**src/rtl/adc_sample_packer.sv**
```systemverilog
// Packs SAMPLE_W-bit ADC samples into LANES-wide words with run-time lane order,
// valid/ready on both sides, a one-word output register and a zero-padded flush.
module adc_sample_packer #(
  parameter int SAMPLE_W = 16,
  parameter int LANES    = 2
) (
  input  logic                         clk,
  input  logic                         rst,
  input  logic [SAMPLE_W-1:0]          in_data,
  input  logic                         in_valid,
  output logic                         in_ready,
  input  logic                         order,
  input  logic                         flush,
  output logic [SAMPLE_W*LANES-1:0]    out_data,
  output logic                         out_valid,
  input  logic                         out_ready,
  output logic                         out_partial,
  output logic [$clog2(LANES):0]       out_count
);
  localparam int CNT_W  = $clog2(LANES);
  localparam int WORD_W = SAMPLE_W * LANES;
  localparam logic [CNT_W-1:0] LAST = CNT_W'(LANES - 1);

  logic [WORD_W-1:0] acc, acc_n, filled;
  logic [CNT_W-1:0]  lane_idx, lane_n, lane_sel;
  logic [CNT_W:0]    held;
  logic              order_lat, order_n, flush_pend, pend_n;
  logic              accept, out_free, eff_order, complete, load, load_partial;

  assign out_free  = ~out_valid | out_ready;
  assign in_ready  = ~flush_pend & ((lane_idx != LAST) | out_free);
  assign accept    = in_valid & in_ready;
  assign complete  = accept & (lane_idx == LAST);
  // The first sample of a word uses the live order input; later ones use the latched copy.
  assign eff_order = (lane_idx == '0) ? order : order_lat;
  assign lane_sel  = eff_order ? (LAST - lane_idx) : lane_idx;
  assign held      = {1'b0, lane_idx} + {{CNT_W{1'b0}}, accept};

  always_comb begin
    filled = acc;
    for (int unsigned l = 0; l < LANES; l++) begin
      if (accept && (lane_sel == CNT_W'(l))) begin
        filled[l*SAMPLE_W +: SAMPLE_W] = in_data;
      end
    end
  end

  always_comb begin
    acc_n        = filled;
    lane_n       = lane_idx + CNT_W'(accept);
    order_n      = (accept && (lane_idx == '0)) ? order : order_lat;
    pend_n       = flush_pend;
    load         = 1'b0;
    load_partial = 1'b0;
    if (complete) begin
      // A flush coinciding with the completing sample is absorbed by the full word.
      load   = 1'b1;
      acc_n  = '0;
      lane_n = '0;
      pend_n = 1'b0;
    end else if ((flush || flush_pend) && (held != '0)) begin
      if (out_free) begin
        load         = 1'b1;
        load_partial = 1'b1;
        acc_n        = '0;
        lane_n       = '0;
        pend_n       = 1'b0;
      end else begin
        pend_n = 1'b1;
      end
    end
  end

  always_ff @(posedge clk or posedge rst) begin
    if (rst) begin
      acc         <= '0;
      lane_idx    <= '0;
      order_lat   <= 1'b0;
      flush_pend  <= 1'b0;
      out_data    <= '0;
      out_valid   <= 1'b0;
      out_partial <= 1'b0;
      out_count   <= '0;
    end else begin
      acc        <= acc_n;
      lane_idx   <= lane_n;
      order_lat  <= order_n;
      flush_pend <= pend_n;
      if (load) begin
        out_data    <= filled;
        out_valid   <= 1'b1;
        out_partial <= load_partial;
        out_count   <= held;
      end else if (out_valid && out_ready) begin
        out_data    <= '0;
        out_valid   <= 1'b0;
        out_partial <= 1'b0;
        out_count   <= '0;
      end
    end
  end

endmodule

```
**config.mk**
```make
export PLATFORM = sky130hd
export DESIGN_NAME = adc_sample_packer
export DESIGN_NICKNAME = d
export VERILOG_FILES = /design/src/rtl/adc_sample_packer.sv
export SDC_FILE = /design/constraint.sdc
export NUM_CORES = 1
export LEC_CHECK = 0
export CORE_ASPECT_RATIO = 0.75
export CORE_MARGIN = 5
export CORE_UTILIZATION = 45
export DETAILED_ROUTE_END_ITERATION = 10
export GPL_TIMING_DRIVEN = 0
export HOLD_SLACK_MARGIN = 0.08
export PLACE_DENSITY = 0.72
export REMOVE_ABC_BUFFERS = 1
export SYNTH_ARGS = -nofsm -noshare
export SYNTH_HDL_FRONTEND = slang
export SYNTH_SLANG_ARGS = --single-unit
```
**constraint.sdc**
```tcl
create_clock -name clk -period 2.9 [get_ports clk]
set_input_delay 0.435 -clock clk [delete_from_list [all_inputs] [get_ports clk]]
set_output_delay 0.435 -clock clk [all_outputs]
set_load 0.02 [all_outputs]
```
== Yosys cells after proc, flatten, opt, wreduce, memory -nomap -nowiden ==
Cells that the tools add are included.
Word-level totals
  bits in registers: 71
  input bits: 22
  output and inout port bits: 37
  word-level logic and storage cells: 53
Cells by class
  add/sub/neg operators: 3
  mux-type cells: 24
  bitwise logic cells: 9
  reductions and logical operators: 9
Operators with widths (count)
  32-bit 2-to-1 mux: 5
  16-bit 2-to-1 mux: 2
  1-bit 2-to-1 mux: 15
  2-bit nonzero test: 3
  1-bit logical AND: 5
  2-bit 2-to-1 mux: 2
  1-bit NOT: 4
  1-bit bitwise AND: 3
  1-bit by 1-bit adder with 2-bit output: 1
  1-bit bitwise OR: 2
  1-bit adder: 1
  1-bit logical OR: 1
  1-bit subtractor, first input constant: 1

== Logic depth before layout (Yosys ltp) ==
Gate-level depths: netlist (run 1).
  depth in word-level cells: 11
  gate-level depth with buffers: 10
  mapped depth without buffers: 8

== Worst setup path before layout (run 1) ==
Ideal clock, no wire load.
  path type: register -> register
  from: register out_valid
  to: register out_count[1]
  setup time: 0.128 ns
  arrival: 2.103 ns
  required time: 2.772 ns
  setup slack: 0.670 ns
  stages on the path, launching flop included: 10
  path buffers: 1
  period minus slack after synthesis: 2.230 ns
  cell sequence: dfrtp_1 > nand3b_2 > and2_1 > inv_1 > ha_1 > o21ba_2 > a21o_1 > buf_6 > a21oi_4 > mux2_1
Between the ends
  cells in the longest elaborated chain, start to end: 11
  elaborated cells on any way between the ends: 15
  those cells by class: add/sub: 1; mux: 4; bitwise: 6; reduce/logical: 4
Ends and longest elaborated chain
  start: declaration: RTL line 15  | output logic out_valid,
  start signal: assignment: RTL line 81  | out_valid <= 1'b0;
  start signal: assignment: RTL line 91  | out_valid <= 1'b1;
  start signal: assignment: RTL line 96  | out_valid <= 1'b0;
  1-bit NOT: RTL line 30  | assign out_free = ~out_valid | out_ready;
  1-bit bitwise OR: RTL line 30
  1-bit bitwise OR: RTL line 31  | assign in_ready = ~flush_pend & ((lane_idx != LAST) | out_free);
  1-bit bitwise AND: RTL line 31
  1-bit bitwise AND: RTL line 32  | assign accept = in_valid & in_ready;
  1-bit by 1-bit adder with 2-bit output: RTL line 37  | assign held = {1'b0, lane_idx} + {{CNT_W{1'b0}}, accept};
  2-bit nonzero test: RTL line 61  | end else if ((flush || flush_pend) && (held != '0)) begin
  1-bit logical AND: RTL line 61
  1-bit 2-to-1 mux: RTL line 61
  1-bit 2-to-1 mux: RTL line 55  | if (complete) begin
  2-bit 2-to-1 mux or 2-bit nonzero test (tied branches)
  end signal: assignment: RTL line 93  | out_count <= held;
  end: declaration: RTL line 18  | output logic [$clog2(LANES):0] out_count
Several ways; a longest one is shown, not always the timed one.
A chain may end at the register's enable or synchronous reset.

== Final worst setup path (run 1) ==
  from: input port out_ready
  to: register out_data[10]
Between the ends
  cells in the longest elaborated chain, start to end: 10
  elaborated cells on any way between the ends: 16
  those cells by class: add/sub: 1; mux: 5; bitwise: 5; reduce/logical: 5
Ends and longest elaborated chain
  start: declaration: RTL line 16  | input logic out_ready,
  1-bit bitwise OR: RTL line 30
  1-bit bitwise OR: RTL line 31
  1-bit bitwise AND: RTL line 31
  1-bit bitwise AND: RTL line 32
  1-bit by 1-bit adder with 2-bit output: RTL line 37
  2-bit nonzero test: RTL line 61
  1-bit logical AND: RTL line 61
  1-bit 2-to-1 mux: RTL line 61
  1-bit 2-to-1 mux: RTL line 55
  32-bit 2-to-1 mux or 2-bit nonzero test (tied branches)
  end signal: assignment: RTL line 90  | out_data <= filled;
  end: declaration: RTL line 14  | output logic [SAMPLE_W*LANES-1:0] out_data,
Several ways; a longest one is shown, not always the timed one.

==> impl_metrics.csv, run 1 <==
group,metric,value,unit
run_status,run_status,"finished, final reports clean",
job,cap_violations,0,
grt,met1_usage,22.5,%
pwr,p_leak,0.00182,µW
pwr,powerDensity,1080,nW/µm²
floorplanning,io_pins,59,
cts,htreeDepth,3,
routing,post-route-drc-count,0,
final_layout,n_antenna_cell,0,
logic_synthesis,synth_top_area_share,62.1,%
routing,drt_first_pass_iters,4,
cts,clkSinkCount,71,
timing,tns,0,ps
logic_synthesis,synth_common_cells,"71 x dfrtp_1, 36 x nor2_1, 33 x o2bb2ai_1",
grt,top_usage_layer,"met2",
place,place_area,3460,µm²
logic_synthesis,ys_seq_area_share,62.1,%
setup_path,cp-end-kind,"flip-flop",
cts,cts_inserted_buffers,9,
floorplanning,die-area,8060,µm²
timing,finalCritPeriodShare,94.4,%
setup_path,cp_data_required_time,3080,ps
pwr,internal_power,2540,µW
timing,finalSetupViolCount,0,
logic_synthesis,ys_types,25,
floorplanning,core,6220,µm²
place,port_buffers,58,
cts,tritoncts,"yes",
logic_synthesis,synth-async-reset-ratio,100,%
grt,grt_start_max_net_pins,72,
logic_synthesis,ys_ff_latch,71,
cts,cts_buffer_depth,2,
timing,finalHoldViolations,0,
setup_path,cp.arrival,2920,ps
timing,drv_slew,0,
hold_path,hold_class,"flip-flop to flip-flop",
floorplanning,start_util,45.9,%
setup_path,path_class,"primary input to flip-flop",
routing,num_vias,1876,
timing,tightest_slew,953,ps
final_layout,finalNetCount,298,
routing,wl_per_cell,17.9,µm
grt,antenna_found_initial,0,
final_layout,area.growth.synth_to_final,31.2,%
timing,worst_clock_skew,10.4,ps
setup_path,cp-start-kind,"primary input",
logic_synthesis,synth_edf_count,0,
grt,track_usage,16.2,%
floorplanning,die_h,79.0,µm
grt,met2_usage,23.0,%
floorplanning,fp.dieW,102,µm
place,dp_hpwl,3540,µm
logic_synthesis,yosysMostFrequentCell,"dfrtp_1",
logic_synthesis,synth_mux_area_share,12.0,%
timing,rsz0062_at_grt,"false",
grt,grt_use_met3,8.17,%
logic_synthesis,yosys_warnings,0,
floorplanning,rows,25,
timing,max_freq,365,MHz
routing,routed_wirelength,6390,µm
logic_synthesis,synth_xor_area_share,0,%
logic_synthesis,synth_top_family_by_area,"compound AO/OA/AOI/OAI gates",
logic_synthesis,yosys.area_share.adder,1.75,%
logic_synthesis,synth_compound_area_share,13.5,%
logic_synthesis,synth-simple-area-share,6.83,%
grt,overflow,0,
cts,insertion_delay,330,ps
routing,vias_per_cell,5.24,
logic_synthesis,yosysTopAreaCell,"dfrtp_1",
grt,grt_pass1_vias,1921,
routing,drtIter0Drc,74,
pwr,seqPwrFrac,37.6,%
setup_path,cp_max_fo,17,
cts,root_buffer,"clkbuf_8",
routing,antenna_left,0,
logic_synthesis,syn_inst,210,
pwr,comb_power_share,41.6,%
timing,slew_headroom,36.4,%
pwr,p_switching,1520,µW
final_layout,final_area,3750,µm²
logic_synthesis,synthesis.area,2860,µm²
logic_synthesis,syn_area_per_cell,13.6,µm²
pwr,sw_frac_of_total,37.4,%
logic_synthesis,synthTopCellsByArea,"dfrtp_1 62%, mux2i_1 11%, o2bb2ai_1 10%",
cts,cts.clk_slew.worst_paths,70,ps
logic_synthesis,synthFlopType,"dfrtp_1",
grt,grt_pass1_wl,9940,µm
place,gp_congestion,0.691,
pwr,clkPwrFrac,20.8,%
timing,period_minus_slack,2740,ps
final_layout,drive_gt1_share,10.5,%
pwr,peakVddDrop,0.507,mV
==> state kept, by name, summed over array words and instances, names as in the netlist <==
signal / count
order_lat: 1
out_data: 32
out_count: 2
lane_idx: 1
flush_pend: 1
out_partial: 1
acc: 32
out_valid: 1
==> critical path: stages <==
cell and delay [ps]:
clkdlybuf4s50_1 570, nand3b_2 370, and2_1 250, inv_1 80
ha_1 120, o21ba_2 220, a21oi_2 740, o2bb2ai_1 120
==> final timing paths <==
check	start	end	slack (ps)	cells after the start
min reg2reg	out_data[29]	out_data[29]	490	1
max	out_ready	out_data[10]	160	8
max in group asynchronous	rst	acc[6]	1700	2
min	out_data[29]	out_data[29]	490	1
max reg2reg	out_valid	out_data[10]	440	7
min in group asynchronous	rst	out_data[0]	630	2
==> metrics by stage <==
stage	power, µW	instances	setup slack [ps]	hold WS [ps]	util, %
after CTS	4020	355	107	497	59.7
final	4070	358	163	492	60.3
after detailed placement	3070	337	-1030	473	55.5
after global routing	4330	358	15.0	512	60.3
after floorplan	2490	198	-2.53	485	-
after global placement	3020	337	-1440	473	55.3
==> area by class of cell <==
class | instances | area (µm²)
timing repair buffer | 60 | 621
clock buffer | 11 | 131
multi-input combinational | 127 | 1030
clock inverter | 5 | 82.6
sequential | 71 | 1780
tap | 81 | 101
fill | 525 | 2470
inverter | 3 | 13.8
==> layout by cell type (no fill, tap or decap), drive strengths merged <==
| cell type | instances |
|---|---|
| dfrtp | 71 |
| clkdlybuf4s50 | 58 |
| nor2 | 36 |
| o2bb2ai | 33 |
| mux2i | 32 |
| clkbuf | 11 |
| a21oi | 5 |
| ha | 4 |
| nand2 | 3 |
| clkinv | 3 |
| inv | 3 |
| nand2b | 2 |
| o2111ai | 2 |
| bufinv | 2 |
| buf | 2 |
| a21o | 2 |
| mux2 | 2 |
| o21ba | 1 |
| nand3b | 1 |
| and2b | 1 |
| and2 | 1 |
| nor2b | 1 |
| nor3 | 1 |
==> kinds of logic (layout without fill, tap and decap cells) <==
logic type / count (synthesis) / after routing
adders and majority gates: 4 / 4
DFF: 71 / 71
buffers and inverters: 15 / 79
muxes: 34 / 34
and+or+nand+nor: 46 / 46
AOI/OAI and AO/OA: 40 / 43
==> metal layers <==
layer | share of wire [%] | wire length [µm]
met4 | 0.19 | 12
met1 | 50 | 3180
met5 | 0 | 0
met3 | 7.6 | 486
met2 | 43 | 2720
==> power groups by stage <==
stage	combinational (µW)	clock [µW]	sequential (µW)
6_report	1690	846	1530
5_1_grt	1840	916	1580
2_1_floorplan	841	0	1650
4_1_cts	1620	868	1540
3_5_place_dp	1530	0	1540
3_3_place_gp	1490	0	1530
==> what timing repair did <==
| action | CTS | global route |
|---|---|---|
| hold buffers | 0 | 0 |
| gates cloned | 1 | 2 |
| endpoints found under the setup margin | 34 | 24 |
| setup buffers | 1 | 1 |
| pin swaps | 0 | 1 |
| gates resized for setup | 3 | 0 |
(Power assumes the default switching activity.)
==> run 2: changes to the inputs <==
--- a/config.mk
+++ b/config.mk
@@ -7,11 +7,11 @@
 export LEC_CHECK = 0
 export CORE_ASPECT_RATIO = 0.75
 export CORE_MARGIN = 5
-export CORE_UTILIZATION = 45
+export CORE_UTILIZATION = 50
 export DETAILED_ROUTE_END_ITERATION = 10
 export GPL_TIMING_DRIVEN = 0
 export HOLD_SLACK_MARGIN = 0.08
-export PLACE_DENSITY = 0.72
+export PLACE_DENSITY = 0.78
 export REMOVE_ABC_BUFFERS = 1
 export SYNTH_ARGS = -nofsm -noshare
 export SYNTH_HDL_FRONTEND = slang
==> run 2 against run 1 <==
Register-to-register slack lost 20 ps. Power is essentially flat. Core utilization grew 8.5 points. Combinational power is essentially flat. Maximum frequency shrank 0.30%. Clock-buffer cell count shrank 2. Worst setup slack lost 8.3 ps. Critical endpoint is now out_data[9].
==> impl_metrics.csv, run 2 (synthesis gave the netlist of run 1 again) <==
group,metric,value,unit
final_layout,drive_gt1_share,11.2,%
routing,post-route-drc-count,0,
cts,tritoncts,"yes",
place,gp_congestion,0.702,
cts,cts_buffer_depth,2,
routing,num_vias,1897,
timing,finalHoldViolations,0,
cts,cts_inserted_buffers,9,
place,placed_cells,331,
place,post-place-ws,-1030,ps
routing,routed_wirelength,6350,µm
grt,grt_start_max_net_pins,72,
routing,drtIter0Drc,130,
setup_path,cp-end-kind,"flip-flop",
timing,worst_slack,154,ps
setup_path,cp_max_fo,17,
setup_path,cp_data_required_time,3080,ps
floorplanning,fp.dieW,97.3,µm
grt,grt_pass1_wl,10300,µm
final_layout,fin_util,68.8,%
routing,drt_first_pass_iters,4,
pwr,powerDensity,1090,nW/µm²
final_layout,finalNetCount,298,
final_layout,fillers,390,
floorplanning,rows,23,
timing,tightest_slew,959,ps
final_layout,layout.cells.non_filler,352,
timing,max_freq,364,MHz
cts,htreeDepth,3,
final_layout,final_cell_mix,"71 x dfrtp_1, 58 x clkdlybuf4s50_1, 36 x nor2_1",
floorplanning,core,5440,µm²
final_layout,area.growth.synth_to_final,30.9,%
floorplanning,die_h,75.5,µm
grt,track_usage,18.1,%
setup_path,cp-start-kind,"primary input",
cts,clkSinkCount,71,
floorplanning,die-area,7350,µm²
timing,slew_headroom,36.1,%
final_layout,largestRegisters,"acc (32), out_data (32), out_count (2)",
cts,cts.clk_slew.worst_paths,70,ps
timing,finalSetupViolCount,0,
cts,insertion_delay,340,ps
grt,overflow,0,
run_status,run_status,"finished, final reports clean",
setup_path,cp.arrival,2930,ps
cts,cts_hold_buffers,0,
final_layout,final_common_cell,"dfrtp_1",
job,cap_violations,0,
hold_path,hold_class,"flip-flop to flip-flop",
timing,period_minus_slack,2750,ps
place,port_buffers,58,
setup_path,path_class,"primary input to flip-flop",
routing,antenna_left,0,
place,dp_hpwl,3570,µm
floorplanning,start_util,52.6,%
pwr,p_leak,0.00182,µW
timing,rsz0062_at_grt,"false",
setup_path,regToRegSetupSlack,420,ps
timing,worst_clock_skew,6.52,ps
floorplanning,io_pins,59,
grt,antenna_found_initial,0,
pwr,peakVddDrop,0.503,mV
cts,root_buffer,"clkbuf_8",
final_layout,n_antenna_cell,0,
timing,finalCritPeriodShare,94.7,%
grt,grt_pass1_vias,1984,
timing,drv_slew,0,
routing,wl_per_cell,18.0,µm
routing,vias_per_cell,5.39,
## run 2: cell types whose count changed in the layout (fill, tap and decap cells not counted)
cell,before,now
clkinv_4,2,0
clkinvlp_4,0,1
clkbuf_1,2,0
clkinv_2,1,4
## run 2: through the flow
step	hold WS [ps]	TNS, ps	area, µm²	power [µW]
final	492	0	3740	4070
after global routing	514	0	3740	4340
after CTS	494	0	3700	4000
after detailed placement	473	-37420	3450	3070
after global placement	475	-84560	3440	3010
after floorplan	485	-2.53	2760	2490
## run 2: path summary, 6_finish.rpt
path | to | start | cells after the start
max in group asynchronous | out_data[18] | rst | 2
worst min-delay path | out_data[29] | out_data[29] | 1
min in group asynchronous | out_data[21] | rst | 2
worst max-delay path | out_data[9] | out_ready | 8
worst max register to register | out_data[9] | out_valid | 7
worst min register to register | out_data[29] | out_data[29] | 1
## run 2: what timing repair did
item,4_1_cts,5_1_grt
buffers inserted,1,1
cloned,1,2
gates resized for setup,3,0
endpoints found under the setup margin,34,26
pin swaps,0,1
## run 2: cell type report
class	instances	area [µm²]	share of cell area (%)
Clock inverter	7	87.6	2.34
Sequential cell	71	1780	47.5
Clock buffer	9	124	3.31
Tap cell	75	93.8	2.51
Timing Repair Buffer	60	621	16.6
Multi-Input combinational cell	127	1030	27.4
Inverter	3	13.8	0.368
## run 2: critical path: stages
cell and delay, ps:
clkdlybuf4s50_1 580, nand3b_2 370, and2_1 240, inv_1 70, ha_1 130, o21ba_2 230, a21oi_2 750, o2bb2ai_1 130
## run 2: power breakdown
group / switching (µW) / leakage, µW / internal, µW / total [µW]
Sequential: 181 / 0.000950 / 1360 / 1540
Combinational: 993 / 0.000763 / 703 / 1700
Clock: 356 / 0.000109 / 478 / 833
Total: 1530 / 0.00182 / 2540 / 4070
## run 2: metal layers
metal,wire (µm),global-route usage (%)
met1,3040,25.1
met2,2920,27.4
met3,337,7.04
met4,54,4.15
met5,0,0
==> run 3: changes to the inputs <==
--- a/config.mk
+++ b/config.mk
@@ -13,6 +13,7 @@
 export HOLD_SLACK_MARGIN = 0.08
 export PLACE_DENSITY = 0.78
 export REMOVE_ABC_BUFFERS = 1
+export SKIP_LAST_GASP = 1
 export SYNTH_ARGS = -nofsm -noshare
 export SYNTH_HDL_FRONTEND = slang
 export SYNTH_SLANG_ARGS = --single-unit
==> results of run 3 <==
The final DEF is identical to that of run 2; final timing and power are the same.
